===== config.mk =====
export PLATFORM = sky130hd
export DESIGN_NAME = mem_port_arbiter_flat
export DESIGN_NICKNAME = d
export VERILOG_FILES = /design/src/rtl/mem_port_arbiter_if.sv /design/src/rtl/mem_port_arbiter.sv /design/src/flat_wrapper.sv
export SDC_FILE = /design/constraint.sdc
export NUM_CORES = 1
export LEC_CHECK = 0
export ABC_AREA = 1
export CORE_MARGIN = 2
export CORE_UTILIZATION = 56
export CTS_CLUSTER_DIAMETER = 150
export DETAILED_ROUTE_END_ITERATION = 8
export PLACE_DENSITY = 0.81
export SYNTH_ARGS = -nofsm -noshare
export SYNTH_HDL_FRONTEND = slang
export SYNTH_SLANG_ARGS = --single-unit

===== constraint.sdc =====
create_clock -name clk_i -period 2.75 [get_ports clk_i]
set_input_delay 0.55 -clock clk_i [delete_from_list [all_inputs] [get_ports clk_i]]
set_output_delay 0.55 -clock clk_i [all_outputs]
set_load 0.01 [all_outputs]

===== src/rtl/mem_port_arbiter_if.sv =====
// Bundle of signals between the memory-port arbiter, its four requesters
// and the shared memory request port.
interface mem_port_arbiter_if;
    logic [3:0] req_i;
    logic [3:0] lock_i;
    logic [3:0] gnt_o;
    logic [1:0] sel_o;
    logic       mem_valid_o;
    logic       mem_ready_i;
    logic       mem_rvalid_i;
    logic [3:0] ack_o;
    logic       err_o;
    logic       busy_o;

    // Requesters and memory side: drive requests and memory handshakes.
    modport master (
        output req_i, lock_i, mem_ready_i, mem_rvalid_i,
        input  gnt_o, sel_o, mem_valid_o, ack_o, err_o, busy_o
    );

    // Arbiter side.
    modport slave (
        input  req_i, lock_i, mem_ready_i, mem_rvalid_i,
        output gnt_o, sel_o, mem_valid_o, ack_o, err_o, busy_o
    );
endinterface


===== src/rtl/mem_port_arbiter.sv =====
// Round-robin arbiter and sequencer for the shared 32-bit memory request port.
// Grants one of four requesters, drives the mux select, tracks the single
// outstanding transaction and returns its completion (or timeout) to the owner.
module mem_port_arbiter #(
    parameter int LOCK_MAX = 4,
    parameter int TIMEOUT  = 255
) (
    input  logic               clk_i,
    input  logic               rst_ni,
    mem_port_arbiter_if.slave  bus
);

    typedef enum logic [1:0] {
        IDLE  = 2'd0,
        ISSUE = 2'd1,
        WAIT  = 2'd2
    } state_t;

    localparam logic [3:0] LOCK_LIM = LOCK_MAX[3:0];
    localparam logic [7:0] TO_LIM   = TIMEOUT[7:0];
    localparam logic       TO_EN    = (TIMEOUT != 0);

    state_t     state_r, state_s;
    logic [1:0] sel_r, sel_s;
    logic [1:0] ptr_r, ptr_s;
    logic [3:0] lock_cnt_r, lock_cnt_s;
    logic [7:0] to_cnt_r, to_cnt_s;
    logic [2:0] pick_s;
    logic       timeout_s;
    logic       done_s;
    logic       keep_s;

    logic [3:0] gnt_s;
    logic       mem_valid_s;
    logic [3:0] ack_s;
    logic       err_s;
    logic       busy_s;

    // One-hot decode of an owner index.
    function automatic logic [3:0] onehot(input logic [1:0] idx);
        logic [3:0] res;
        res = 4'b0001 << idx;
        return res;
    endfunction

    // First set candidate scanning start, start+1, ... mod 4; returns {found, index}.
    // Scanning from the far end down lets the nearest candidate overwrite the result.
    function automatic logic [2:0] rr_pick(input logic [3:0] cand, input logic [1:0] start);
        logic [2:0] res;
        logic [1:0] idx;
        res = 3'b000;
        for (int i = 3; i >= 0; i--) begin
            idx = start + 2'(i);
            if (cand[idx]) begin
                res = {1'b1, idx};
            end
        end
        return res;
    endfunction

    // A timeout only counts when enabled; rvalid in the same cycle wins over it.
    assign timeout_s = TO_EN && (to_cnt_r == TO_LIM);
    assign done_s    = (state_r == WAIT) && (bus.mem_rvalid_i || timeout_s);
    assign keep_s    = bus.lock_i[sel_r] && bus.req_i[sel_r] && (lock_cnt_r < LOCK_LIM);

    // State and sequencing registers.
    always_ff @(posedge clk_i or negedge rst_ni) begin
        if (!rst_ni) begin
            state_r    <= IDLE;
            sel_r      <= 2'd0;
            ptr_r      <= 2'd0;
            lock_cnt_r <= 4'd0;
            to_cnt_r   <= 8'd0;
        end else begin
            state_r    <= state_s;
            sel_r      <= sel_s;
            ptr_r      <= ptr_s;
            lock_cnt_r <= lock_cnt_s;
            to_cnt_r   <= to_cnt_s;
        end
    end

    // Next-state: arbitration, acceptance, completion, lock continuation and release.
    always_comb begin
        state_s    = state_r;
        sel_s      = sel_r;
        ptr_s      = ptr_r;
        lock_cnt_s = lock_cnt_r;
        to_cnt_s   = to_cnt_r;
        pick_s     = 3'b000;
        case (state_r)
            IDLE: begin
                pick_s = rr_pick(bus.req_i, ptr_r);
                if (pick_s[2]) begin
                    state_s    = ISSUE;
                    sel_s      = pick_s[1:0];
                    lock_cnt_s = 4'd1;
                end else begin
                    state_s    = IDLE;
                end
            end
            ISSUE: begin
                if (bus.mem_ready_i) begin
                    state_s  = WAIT;
                    to_cnt_s = 8'd0;
                end else begin
                    state_s  = ISSUE;
                end
            end
            WAIT: begin
                if (done_s) begin
                    if (keep_s) begin
                        state_s    = ISSUE;
                        lock_cnt_s = lock_cnt_r + 4'd1;
                    end else begin
                        // Release: the owner goes to the back of the rotation and
                        // is masked so the next owner is issued with no bubble.
                        ptr_s  = sel_r + 2'd1;
                        pick_s = rr_pick(bus.req_i & ~onehot(sel_r), sel_r + 2'd1);
                        if (pick_s[2]) begin
                            state_s    = ISSUE;
                            sel_s      = pick_s[1:0];
                            lock_cnt_s = 4'd1;
                        end else begin
                            state_s    = IDLE;
                            sel_s      = 2'd0;
                        end
                    end
                end else begin
                    to_cnt_s = to_cnt_r + 8'd1;
                end
            end
            default: begin
                state_s = IDLE;
                sel_s   = 2'd0;
            end
        endcase
    end

    // Outputs decoded from the registered state; the completion pulse is raised
    // in the completion cycle itself so the owner can drop its request in time.
    always_comb begin
        gnt_s       = 4'b0000;
        mem_valid_s = 1'b0;
        ack_s       = 4'b0000;
        err_s       = 1'b0;
        busy_s      = 1'b0;
        case (state_r)
            IDLE: begin
                busy_s = 1'b0;
            end
            ISSUE: begin
                gnt_s       = onehot(sel_r);
                mem_valid_s = 1'b1;
                busy_s      = 1'b1;
            end
            WAIT: begin
                gnt_s  = onehot(sel_r);
                busy_s = 1'b1;
                if (done_s) begin
                    ack_s = onehot(sel_r);
                    err_s = !bus.mem_rvalid_i;
                end else begin
                    ack_s = 4'b0000;
                    err_s = 1'b0;
                end
            end
            default: begin
                gnt_s = 4'b0000;
            end
        endcase
    end

    assign bus.gnt_o       = gnt_s;
    assign bus.sel_o       = sel_r;
    assign bus.mem_valid_o = mem_valid_s;
    assign bus.ack_o       = ack_s;
    assign bus.err_o       = err_s;
    assign bus.busy_o      = busy_s;

endmodule

===== src/flat_wrapper.sv =====
// flat-port wrapper written by rule: the top's interface ports become plain ports
module mem_port_arbiter_flat 
#(
    parameter int LOCK_MAX = 4,
    parameter int TIMEOUT  = 255
)
  (clk_i, rst_ni, bus_req_i, bus_lock_i, bus_mem_ready_i, bus_mem_rvalid_i, bus_gnt_o, bus_sel_o, bus_mem_valid_o, bus_ack_o, bus_err_o, bus_busy_o);
  mem_port_arbiter_if bus_i ();
  input  logic clk_i;
  input  logic rst_ni;
  input wire logic [$bits(bus_i.req_i)-1:0] bus_req_i;
  input wire logic [$bits(bus_i.lock_i)-1:0] bus_lock_i;
  input wire logic [$bits(bus_i.mem_ready_i)-1:0] bus_mem_ready_i;
  input wire logic [$bits(bus_i.mem_rvalid_i)-1:0] bus_mem_rvalid_i;
  output wire logic [$bits(bus_i.gnt_o)-1:0] bus_gnt_o;
  output wire logic [$bits(bus_i.sel_o)-1:0] bus_sel_o;
  output wire logic [$bits(bus_i.mem_valid_o)-1:0] bus_mem_valid_o;
  output wire logic [$bits(bus_i.ack_o)-1:0] bus_ack_o;
  output wire logic [$bits(bus_i.err_o)-1:0] bus_err_o;
  output wire logic [$bits(bus_i.busy_o)-1:0] bus_busy_o;
  assign bus_i.req_i = bus_req_i;
  assign bus_i.lock_i = bus_lock_i;
  assign bus_i.mem_ready_i = bus_mem_ready_i;
  assign bus_i.mem_rvalid_i = bus_mem_rvalid_i;
  assign bus_gnt_o = bus_i.gnt_o;
  assign bus_sel_o = bus_i.sel_o;
  assign bus_mem_valid_o = bus_i.mem_valid_o;
  assign bus_ack_o = bus_i.ack_o;
  assign bus_err_o = bus_i.err_o;
  assign bus_busy_o = bus_i.busy_o;
  mem_port_arbiter #(.LOCK_MAX(LOCK_MAX), .TIMEOUT(TIMEOUT)) u_core (.clk_i(clk_i), .rst_ni(rst_ni), .bus(bus_i));
endmodule

==> metrics.txt <==
Synth Cell Area=0.00165 sq mm; drt total wl=3780 um; post-placement setup slack=0.259 ns; initial antenna violation count=0; f_max=369 MHz; Fillers=257; Seq cells post-synth=18; TritonCTS clock tree=done; largest net degree at the start of global routing=19; Worst Setup End Kind=output pin; Synth warnings=0; H-tree levels=1; IO buf count=24; Initial Util=59.2%; Mapped Cells=257; critical path launch point type=flop; Tmin final=2.71 ns; first-pass GRT wire length=6180 um; max incr delay on CP=0.54 ns; Initial DRC Count=93; VDD IR max=0.000916 V; Slew headroom=48.3%; total of max-cap violations=0; Layout Nets=309; Design Area, Final=0.00198 sq mm; # diodes=0; Finish-stage setup viols=0; drc violations=0; worst setup slack after layout=0.0363 ns; Post-DRT Antenna Nets=0; Mapped Avg Cell Area=6.40 sq um; Core Region=0.00278 sq mm; delay-heaviest family, CP=simple AND/OR/NAND/NOR gates; Clock Skew=0.00517 ns; PD cells=1090 mW/mm^2; CTS Root Cell=clkbuf_4; Slowest-stage cell, CP=clkdlybuf4s50_1; fraction of layout cells with a size suffix above 1=9.09%; worst-margin pin slew=0.773 ns; FP Rows=19; grt ovf=0; Hold Crit Class=flop to flop; Slew Limit Fails=0; vias in the first global route=1428; worst setup path category=flop to output pin; final hold violation count=0; Die Span Y=58.2 um; cells along the critical path=ha_1, nand3_1, nor2_2, nand3_2, nand2_1, nand2_2, nor2_1, clkdlybuf4s50_1; die footprint=0.00339 sq mm; Pwr Total=2.16 mW; leakage power=1.11 nW; Ports=25; status=completed; Die W=58.2 um; CP required=2.20 ns; Yosys cell types=28; Max Root-Sink Buffers=2; DRT Pass-1 Iters=5; Worst Path Max Fanout=5; Syn Nets=279; DR WL/cell=11.9 um; vias=1670; layout overhead on the synthesized area=20.4%; Final Cycle Share=98.7%; CTS sink cnt=18; Clock transition at path regs=0.11 ns; routability-driven placement congestion ratio=0.857; total CTS buffers=3; CP bufs+invs=1; Via density=5.27; Detail Placement HPWL=2850 um; DP Area=0.00191 sq mm; worst path arrival time=2.16 ns; Worst Hold Slack=0.508 ns; post-synthesis sequential area ratio=27.4%; total track usage=23.1%; worst skew pair latency=0.30 ns
[cells in the mapped netlist]
library cell | n | area (sq um)
a21boi_1 | 1 | 7.51
a21oi_1 | 8 | 40.0
a21oi_2 | 2 | 17.5
buf_4 | 2 | 15.0
buf_6 | 1 | 11.3
dfrtp_1 | 18 | 450
ha_1 | 10 | 125
inv_1 | 41 | 154
inv_2 | 4 | 15.0
nand2_1 | 85 | 319
nand2_2 | 3 | 18.8
nand2_4 | 1 | 11.3
nand3_1 | 36 | 180
nand3_2 | 2 | 20.0
nand3b_1 | 2 | 15.0
nand3b_4 | 1 | 20.0
nand4_1 | 1 | 6.26
nor2_1 | 15 | 56.3
nor2_2 | 1 | 6.26
nor2_4 | 1 | 11.3
nor3_1 | 1 | 5.00
o21ai_0 | 8 | 40.0
o21ai_1 | 1 | 5.00
o21bai_1 | 1 | 7.51
o22ai_1 | 2 | 12.5
o31ai_1 | 3 | 22.5
xnor2_1 | 2 | 17.5
xor2_1 | 4 | 35.0
[cell type report]
cell class                 instances  area (sq um)  share of cell area (%)
clock buffer                       4          36.3                    1.83
inverter                          45           169                    8.53
timing repair buffer              28           275                    13.9
sequential                        18           450                    22.7
tap                               31          38.8                    1.96
multi-input combinational        191          1010                    51.0
[sequential cells by signal, indices dropped and copies added (netlist names)]
| register | count |
|---|---|
| u_core.bus.sel_o | 2 |
| u_core.lock_cnt_r | 4 |
| u_core.ptr_r | 2 |
| u_core.state_r | 2 |
| u_core.to_cnt_r | 8 |
[kinds of logic after synthesis]
| family | count (synthesis) | synth area share, % |
|---|---|---|
| buffers and inverters | 48 | 11.9 |
| XOR/XNOR | 6 | 3.19 |
| flip-flops | 18 | 27.4 |
| AO/OA/AOI/OAI | 26 | 9.28 |
| adder cells (fa/ha/maj) | 10 | 7.60 |
| AND/OR/NAND/NOR | 149 | 40.7 |
[per-stage QoR]
stage / TNS (ns) / utilization (%) / instances
finish: 0 / 71.2 / 317
global route: -0.130 / 71.2 / 317
CTS: 0 / 70.1 / 315
detailed placement: 0 / 68.8 / 311
global placement: 0 / 68.8 / 311
floorplan: 0 / - / 257
[worst register-to-register path: cells and delay by family (launching register included)]
family                   cells  cell delay, ns
XOR/XNOR                     1            0.24
adder cells (fa/ha/maj)      1            0.41
buffers and inverters        1            0.16
flip-flops                   1            0.58
AND/OR/NAND/NOR              7            0.71
[power by group]
part / total [mW] / internal (mW) / switching [mW]
combinational: 1.57 / 0.600 / 0.971
clock: 0.165 / 0.0808 / 0.0844
sequential: 0.423 / 0.328 / 0.0943
[final timing paths]
| path | from | end | slack (ns) | cells after the start |
|---|---|---|---|---|
| max reg2reg | u_core.bus.sel_o[0] | u_core.lock_cnt_r[2] | 0.55 | 10 |
| min reg2reg | u_core.lock_cnt_r[1] | u_core.lock_cnt_r[1] | 0.51 | 2 |
| min in group asynchronous | rst_ni | u_core.bus.sel_o[0] | 0.69 | 1 |
| max in group asynchronous | rst_ni | u_core.to_cnt_r[6] | 1.57 | 1 |
| min | u_core.lock_cnt_r[1] | u_core.lock_cnt_r[1] | 0.51 | 2 |
| max | u_core.to_cnt_r[0] | bus_ack_o[3] | 0.04 | 8 |
[per-layer routing]
layer,part of all wire (%),track usage (%)
met5,0,0
met4,0.50,3.99
met3,5.6,4.24
met2,45,36.0
met1,49,33.7
[cells in the final DEF, fill, tap and decap left out, types with 2 or more instances in the layout]
| cell | synthesis | final |
|---|---|---|
| nand3_2 | 2 | 3 |
| xor2_1 | 4 | 4 |
| ha_1 | 10 | 9 |
| o21ai_0 | 8 | 8 |
| nand3b_1 | 2 | 2 |
| clkbuf_4 | 0 | 3 |
| dlymetal6s2s_1 | 0 | 2 |
| o31ai_1 | 3 | 3 |
| clkdlybuf4s50_1 | 0 | 22 |
| a21oi_1 | 8 | 7 |
| xnor2_1 | 2 | 2 |
| buf_4 | 2 | 4 |
| nand2_2 | 3 | 3 |
| nor2_1 | 15 | 15 |
| a21oi_2 | 2 | 3 |
| inv_1 | 41 | 41 |
| o22ai_1 | 2 | 2 |
| nand2_1 | 85 | 85 |
| inv_2 | 4 | 4 |
| dfrtp_1 | 18 | 18 |
| nand3_1 | 36 | 35 |
[what timing repair did]
action                                  4_1_cts  5_1_grt
setup buffers                                 0        2
hold buffers                                  0        0
endpoints found under the setup margin        0        5
gates resized for setup                       0        5
Power figures use the tool's default switching activity.
